[src/rtl/audio_pkg.sv]
// -----------------------------------------------------------------------------
// audio_pkg -- shared definitions for the audio path (tone generator and
// PWM output stage).
//   AUDIO_WIDTH     : default signed sample width in bits
//   sample_t        : two's-complement sample as produced by the tone generator
//   duty_t          : unsigned PWM duty (offset-binary form of a sample)
//   sample_to_duty  : offset-binary conversion (MSB inversion)
// -----------------------------------------------------------------------------
package audio_pkg;

    localparam int AUDIO_WIDTH = 7;

    typedef logic signed [AUDIO_WIDTH-1:0] sample_t;
    typedef logic        [AUDIO_WIDTH-1:0] duty_t;

    // Adding 2^(W-1) to a two's-complement value is the same as flipping its
    // MSB, so the most negative sample maps to duty 0 and zero to mid-scale.
    function automatic duty_t sample_to_duty(input sample_t s);
        return {~s[AUDIO_WIDTH-1], s[AUDIO_WIDTH-2:0]};
    endfunction

endpackage

[src/rtl/sample_fifo.sv]
// -----------------------------------------------------------------------------
// sample_fifo -- small synchronous FIFO buffering samples ahead of the PWM.
//   clk, reset_n : clock, asynchronous active-low reset (clears pointers)
//   push, wdata  : write request / data (ignored while full)
//   pop          : read request (ignored while empty)
//   rdata        : head-of-queue data, valid whenever !empty
//   full, empty  : status, decoded from registered pointers only
//   fill         : occupancy 0..DEPTH
// Pointers carry one extra wrap bit so full and empty are distinguishable
// without a separate counter; DEPTH must be a power of two >= 2.
// -----------------------------------------------------------------------------
module sample_fifo #(
    parameter int WIDTH = 7,
    parameter int DEPTH = 4
) (
    input  logic                     clk,
    input  logic                     reset_n,
    input  logic                     push,
    input  logic [WIDTH-1:0]         wdata,
    input  logic                     pop,
    output logic [WIDTH-1:0]         rdata,
    output logic                     full,
    output logic                     empty,
    output logic [$clog2(DEPTH):0]   fill
);

    localparam int AW = $clog2(DEPTH);

    logic [WIDTH-1:0] mem [DEPTH];
    logic [AW:0]      wptr;
    logic [AW:0]      rptr;
    logic             do_push;
    logic             do_pop;

    assign do_push = push & ~full;
    assign do_pop  = pop  & ~empty;

    // Storage needs no reset: an entry is only read after it was written.
    always_ff @(posedge clk) begin
        if (do_push) mem[wptr[AW-1:0]] <= wdata;
    end

    always_ff @(posedge clk or negedge reset_n) begin
        if (!reset_n) begin
            wptr <= '0;
            rptr <= '0;
        end else begin
            if (do_push) wptr <= wptr + 1'b1;
            if (do_pop)  rptr <= rptr + 1'b1;
        end
    end

    assign empty = (wptr == rptr);
    assign full  = (wptr[AW-1:0] == rptr[AW-1:0]) && (wptr[AW] != rptr[AW]);
    assign fill  = wptr - rptr;
    assign rdata = mem[rptr[AW-1:0]];

endmodule

[src/rtl/audio_pwm_out.sv]
// -----------------------------------------------------------------------------
// audio_pwm_out -- buffers signed audio samples and plays them as a PWM
// speaker drive, one sample per 2^WIDTH-clock period.
//   clk, reset_n   : clock, asynchronous active-low reset
//   en             : play enable; low mutes, holds the period counter at 0,
//                    keeps duty and buffered samples, still accepts pushes
//   in_sample      : two's-complement sample, qualified by in_valid
//   in_ready       : sample accepted this cycle when in_valid is also high
//   pwm_out        : registered speaker drive
//   sample_tick    : one-cycle pulse after a sample was taken for a period
//   underrun       : one-cycle pulse after a period started with no sample
//   fill           : buffer occupancy
//   underrun_count : saturating underrun tally
// Build option: AUDIO_PWM_UNDERRUN_CNT_EN builds the 8-bit underrun counter;
// without it underrun_count is tied to 0.
// -----------------------------------------------------------------------------
module audio_pwm_out
    import audio_pkg::*;
#(
    parameter int WIDTH      = AUDIO_WIDTH,
    parameter int FIFO_DEPTH = 4
) (
    input  logic                          clk,
    input  logic                          reset_n,
    input  logic                          en,
    input  logic [WIDTH-1:0]              in_sample,
    input  logic                          in_valid,
    output logic                          in_ready,
    output logic                          pwm_out,
    output logic                          sample_tick,
    output logic                          underrun,
    output logic [$clog2(FIFO_DEPTH):0]   fill,
    output logic [7:0]                    underrun_count
);

    logic [WIDTH-1:0] pcnt;
    logic [WIDTH-1:0] duty;
    logic [WIDTH-1:0] duty_next;
    logic [WIDTH-1:0] head;
    logic             full;
    logic             empty;
    logic             push;
    logic             pop;
    logic             period_start;
    logic             starve;

    // Status comes from registered pointers, so a sample pushed into an
    // empty buffer on a period-start cycle is not visible to that pop.
    assign in_ready     = ~full;
    assign push         = in_valid & ~full;

    // While muted pcnt sits at 0, so the first enabled cycle is a start.
    assign period_start = en & (pcnt == '0);
    assign pop          = period_start & ~empty;
    assign starve       = period_start & empty;

    // Bypass the fresh duty into the compare so the first bit of the new
    // period already reflects the popped sample.
    assign duty_next = pop ? {~head[WIDTH-1], head[WIDTH-2:0]} : duty;

    sample_fifo #(
        .WIDTH (WIDTH),
        .DEPTH (FIFO_DEPTH)
    ) u_fifo (
        .clk     (clk),
        .reset_n (reset_n),
        .push    (push),
        .wdata   (in_sample),
        .pop     (pop),
        .rdata   (head),
        .full    (full),
        .empty   (empty),
        .fill    (fill)
    );

    // Period counter wraps naturally at 2^WIDTH.
    always_ff @(posedge clk or negedge reset_n) begin
        if (!reset_n)  pcnt <= '0;
        else if (!en)  pcnt <= '0;
        else           pcnt <= pcnt + 1'b1;
    end

    always_ff @(posedge clk or negedge reset_n) begin
        if (!reset_n) begin
            duty        <= '0;
            pwm_out     <= 1'b0;
            sample_tick <= 1'b0;
            underrun    <= 1'b0;
        end else begin
            duty        <= duty_next;
            // Strict compare: duty 0 never drives high, full scale leaves
            // one low clock per period.
            pwm_out     <= en & (pcnt < duty_next);
            sample_tick <= pop;
            underrun    <= starve;
        end
    end

`ifdef AUDIO_PWM_UNDERRUN_CNT_EN
    logic [7:0] urun_cnt;

    always_ff @(posedge clk or negedge reset_n) begin
        if (!reset_n)
            urun_cnt <= '0;
        else if (starve && (urun_cnt != 8'hFF))
            urun_cnt <= urun_cnt + 8'd1;
    end

    assign underrun_count = urun_cnt;
`else
    assign underrun_count = '0;
`endif

endmodule

[config.mk]
export PLATFORM = sky130hd
export DESIGN_NAME = audio_pwm_out
export DESIGN_NICKNAME = d
export VERILOG_FILES = /design/src/rtl/audio_pkg.sv /design/src/rtl/sample_fifo.sv /design/src/rtl/audio_pwm_out.sv
export SDC_FILE = /design/constraint.sdc
export NUM_CORES = 1
export LEC_CHECK = 0
export ABC_AREA = 1
export ABC_CLOCK_PERIOD_IN_PS = 2900
export CAP_MARGIN = 20
export CORE_ASPECT_RATIO = 0.75
export CORE_MARGIN = 5
export CORE_UTILIZATION = 45
export CTS_CLUSTER_SIZE = 40
export DETAILED_ROUTE_END_ITERATION = 8
export PLACE_DENSITY_LB_ADDON = 0.3
export SLEW_MARGIN = 20
export SYNTH_ARGS = -nofsm -noshare
export SYNTH_HDL_FRONTEND = slang
export SYNTH_SLANG_ARGS = --single-unit
[constraint.sdc]
create_clock -name clk -period 2.9 [get_ports clk]
set_input_delay 0.435 -clock clk [delete_from_list [all_inputs] [get_ports clk]]
set_output_delay 0.435 -clock clk [all_outputs]
set_load 0.005 [all_outputs]
==> qor_table.md <==
| Step | Quantity | This run |
|---|---|---|
| clock network | CTS tree | built |
| worst setup path | Flop-to-flop setup slack | 0.46 ns |
| timing | Summed negative setup slack over all endpoints | 0 ns |
| global route | Vias in the first global route | 1479 |
| run | Max-cap violation count | 0 |
| logic synthesis | Number of enable flip-flop cells after synthesis | 28 |
| timing | Final number of setup-violating endpoints | 0 |
| pwr | Total power per unit cell area | 952.8 mW/mm^2 |
| logic synthesis | Seq cells post-synth | 51 |
| logic synthesis | Post-Synthesis Cells | 225 |
| clock network | Total number of H-tree levels | 2 |
| timing | Time the final worst path needs with I/O delays and setup | 2.604 ns |
| worst setup path | Worst reg2reg path startpoint | u_fifo.rptr[0]$_DFFE_PN0P_ |
| logic synthesis | Per-instance average area after synthesis | 10.64 sq um |
| global route | Congestion Overflow GR | 0 |
| logic synthesis | Top_reg_cell synth | edfxtp_1 |
| timing | Final count of pins violating max slew | 0 |
| logic synthesis | Count of warnings emitted by yosys | 0 |
| clock network | Clock tree root driver cell | clkbuf_8 |
| floorplan | Die height | 73.16 um |
| worst setup path | CP max-delay cell | dfrtp_1 |
| worst setup path | CP delay by family, top | adder cells |
| outcome | Outcome | complete, no violations |
| timing | Fin Clk Skew | 0.003334 ns |
| placed design | Last weighted congestion value of the routability-driven placer | 0.7609 |
| logic synthesis | Number of distinct library cell variants in the gate-level netlist after synthesis | 26 |
| logic synthesis | Register area share after synthesis | 59.17% |
| worst setup path | Reg-to-reg endpoint | pwm_out$_DFF_PN0_ |
| global route | Wire length of the first global-routing pass | 7452 um |
| logic synthesis | Post-synthesis cell area | 0.002394 sq mm |
| worst setup path | Required time at the endpoint of the critical path | 2.47 ns |
| floorplan | Die area | 0.006893 sq mm |
| timing | RSZ-0062 raised after global routing | false |
| worst setup path | Crit path cell chain | ha_1, fa_1, xor2_1, clkdlybuf4s50_1 |
| cells and area | Synthesis-to-layout area growth | 17.41% |
| logic synthesis | Async SR Flop Fraction | 45.10% |
| clock network | Number of gates given a new drive strength after cts | 0 |
| worst setup path | Nature of the critical path endpoint | primary output |
| clock network | Number of buffers on the longest clock path | 2 |
| clock network | Number of hold buffers added after cts | 0 |
| floorplan | Die Width | 94.22 um |
| worst setup path | Largest fanout on the critical path | 10 |
| global route | Number of antenna violations at the first check in global routing | 0 |
| timing | Final hold vios | 0 |
| timing | Post-route clock period utilization | 89.81% |
| routing | Pre-Repair DR Iteration Count | 4 |
| min path | Type of the worst min-delay path | in -> async |
| cells and area | Net count of the finished layout | 281 |
| timing | Highest attainable clock frequency | 384.0 MHz |
| routing | DRC viols | 0 |
| pwr | Lkg Pwr | 1.244 nW |
| floorplan | Core outline area | 0.005238 sq mm |
| worst setup path | Critical path start-end classification | reg -> out |
| routing | Residual antenna-violating net count after detailed routing | 0 |
| placed design | Count of buffers from port buffering | 17 |
| clock network | Worst-Skew Late Latency | 0.31 ns |
| placed design | Post-DP HPWL | 3169 um |
| worst setup path | Stage delay of the slowest cell on the critical path | 0.52 ns |
| timing | Hold WS | 0.4714 ns |
| clock network | Clock net sink count | 51 |
| pwr | Total Power | 2.678 mW |
| worst setup path | Depth of the worst register-to-register path | 12 |
| routing | Wire per inst | 13.30 um |
| clock network | # Post-CTS Setup Buffers | 0 |
| cells and area | Fraction of final layout cells sized beyond drive strength 1 | 9.804% |
| routing | Total Routed Length | 4390 um |
| global route | Pin count of the biggest net entering global routing | 24 |
| routing | Via count normalized by instance count | 4.627 |
| routing | DR iter-0 viols | 101 |
| cells and area | Count of antenna diodes in the layout | 0 |
| clock network | Number of buffers created by CTS | 5 |
| floorplan | Effective utilization at floorplan | 45.70% |
| worst setup path | Worst EP arrival | 2.17 ns |
| worst setup path | Number of buffer and inverter stages on the critical path | 1 |
| pwr | Max rail drop VDD | 706.6 uV |
| clock network | CTS clock-pin slew for the worst setup and hold paths | 0.09 ns |
| floorplan | Number of rows created at floorplan | 23 |
| routing | Total number of vias | 1527 |
| floorplan | Total I/O pin count | 26 |
| cells and area | Layout Utilization | 53.65% |
| worst setup path | Kind of launch point of the worst setup path | register |
| global route | Total routing resource utilization after global routing | 14.40% |
## cell type report
type	count	area, sq um
Clock inverter	3	67.56
Sequential cell	51	1416
Inverter	30	117.6
Timing Repair Buffer	25	230.2
Multi-Input combinational cell	141	815.8
Fill cell	473	2427
Tap cell	75	93.84
Clock buffer	5	68.82
## how the worst max path moves through the flow
stage / from / to / cells past startpoint
finish: u_fifo.rptr[0]$_DFFE_PN0P_ / fill[2] / 4
global route: u_fifo.rptr[0]$_DFFE_PN0P_ / fill[2] / 4
CTS: u_fifo.rptr[0]$_DFFE_PN0P_ / fill[2] / 4
detailed placement: en / pwm_out$_DFF_PN0_ / 10
global placement: en / pwm_out$_DFF_PN0_ / 14
floorplan: u_fifo.rptr[1]$_DFFE_PN0P_ / pwm_out$_DFF_PN0_ / 13
## synth_stat cells (2+ instances only)
cell type / n / area (sq um)
o22ai_1: 6 / 37.54
nor3_1: 3 / 15.01
dfrtp_1: 23 / 575.6
buf_4: 8 / 60.06
nand2_4: 2 / 22.52
nor2_1: 38 / 142.6
nand2_1: 24 / 90.09
inv_1: 29 / 108.9
edfxtp_1: 28 / 840.8
o21ai_0: 17 / 85.08
a21oi_1: 6 / 30.03
buf_2: 2 / 10.01
nand3_1: 6 / 30.03
ha_1: 15 / 187.7
xor2_1: 5 / 43.79
nand3_2: 3 / 30.03
## through the flow
step / setup WS [ns] / std cells / instance area (sq um)
floorplan: 0.7070 / 232 / 2420
global placement: 0.4307 / 322 / 2674
detailed placement: 0.3037 / 322 / 2674
CTS: 0.2903 / 330 / 2810
global route: 0.1405 / 330 / 2810
finish: 0.2955 / 330 / 2810
## flip-flops by register name, indices dropped and copies added, names as in the netlist
register / flops
u_fifo.wptr: 3
pcnt: 7
u_fifo.rptr: 3
underrun: 1
sample_tick: 1
u_fifo.mem: 28
pwm_out: 1
duty: 7
## worst register-to-register path: stages (launching register included)
cell and delay [ns]:
dfrtp_1 0.52, ha_1 0.37, nand2_1 0.06, inv_1 0.07
nand3_2 0.13, nand2_4 0.19, nand2_1 0.07, o21ai_1 0.12
inv_1 0.08, ha_1 0.30, a211oi_1 0.25, nand3_1 0.13
a21oi_2 0.11
## where the power goes
part / switching (mW) / internal, mW / total (mW)
Combinational: 0.601 / 0.445 / 1.05
Sequential: 0.0915 / 0.963 / 1.05
Clock: 0.234 / 0.344 / 0.577
Total: 0.926 / 1.75 / 2.68
## placed cells by master, fill, tap and decap left out, drive strengths merged
cell           synthesis  layout
a211oi                 1       1
a21oi                  7       7
and2                   1       1
and3                   1       1
buf                   10       8
bufinv                 0       2
clkbuf                 0       5
clkdlybuf4s50          0      17
clkinv                 1       1
clkinvlp               0       1
conb                   1       8
dfrtp                 23      23
edfxtp                28      28
fa                     1       1
ha                    15      15
inv                   29      29
nand2                 27      27
nand3                  9       9
nor2                  39      39
nor3                   3       3
o21ai                 18      18
o22ai                  6       6
xor2                   5       5
## metal layers
layer	track usage, %	routed length [um]	vias to the layer above
met5	0	0	-
met4	4.327	60	0
met3	4.536	207	9
met2	20.28	1883	24
met1	21.25	2239	716
li1	-	-	778
## cell families (layout without fill, tap and decap cells)
group,count (synthesis),in the layout,synth area share [%]
AND/OR/NAND/NOR,80,80,15.06
buffers and inverters,40,63,7.841
flip-flops,51,51,59.17
adder cells (fa/ha/maj),16,16,8.678
other,1,8,0.1567
AO/OA/AOI/OAI,32,32,7.266
XOR/XNOR,5,5,1.830
(Power assumes the default switching activity.)
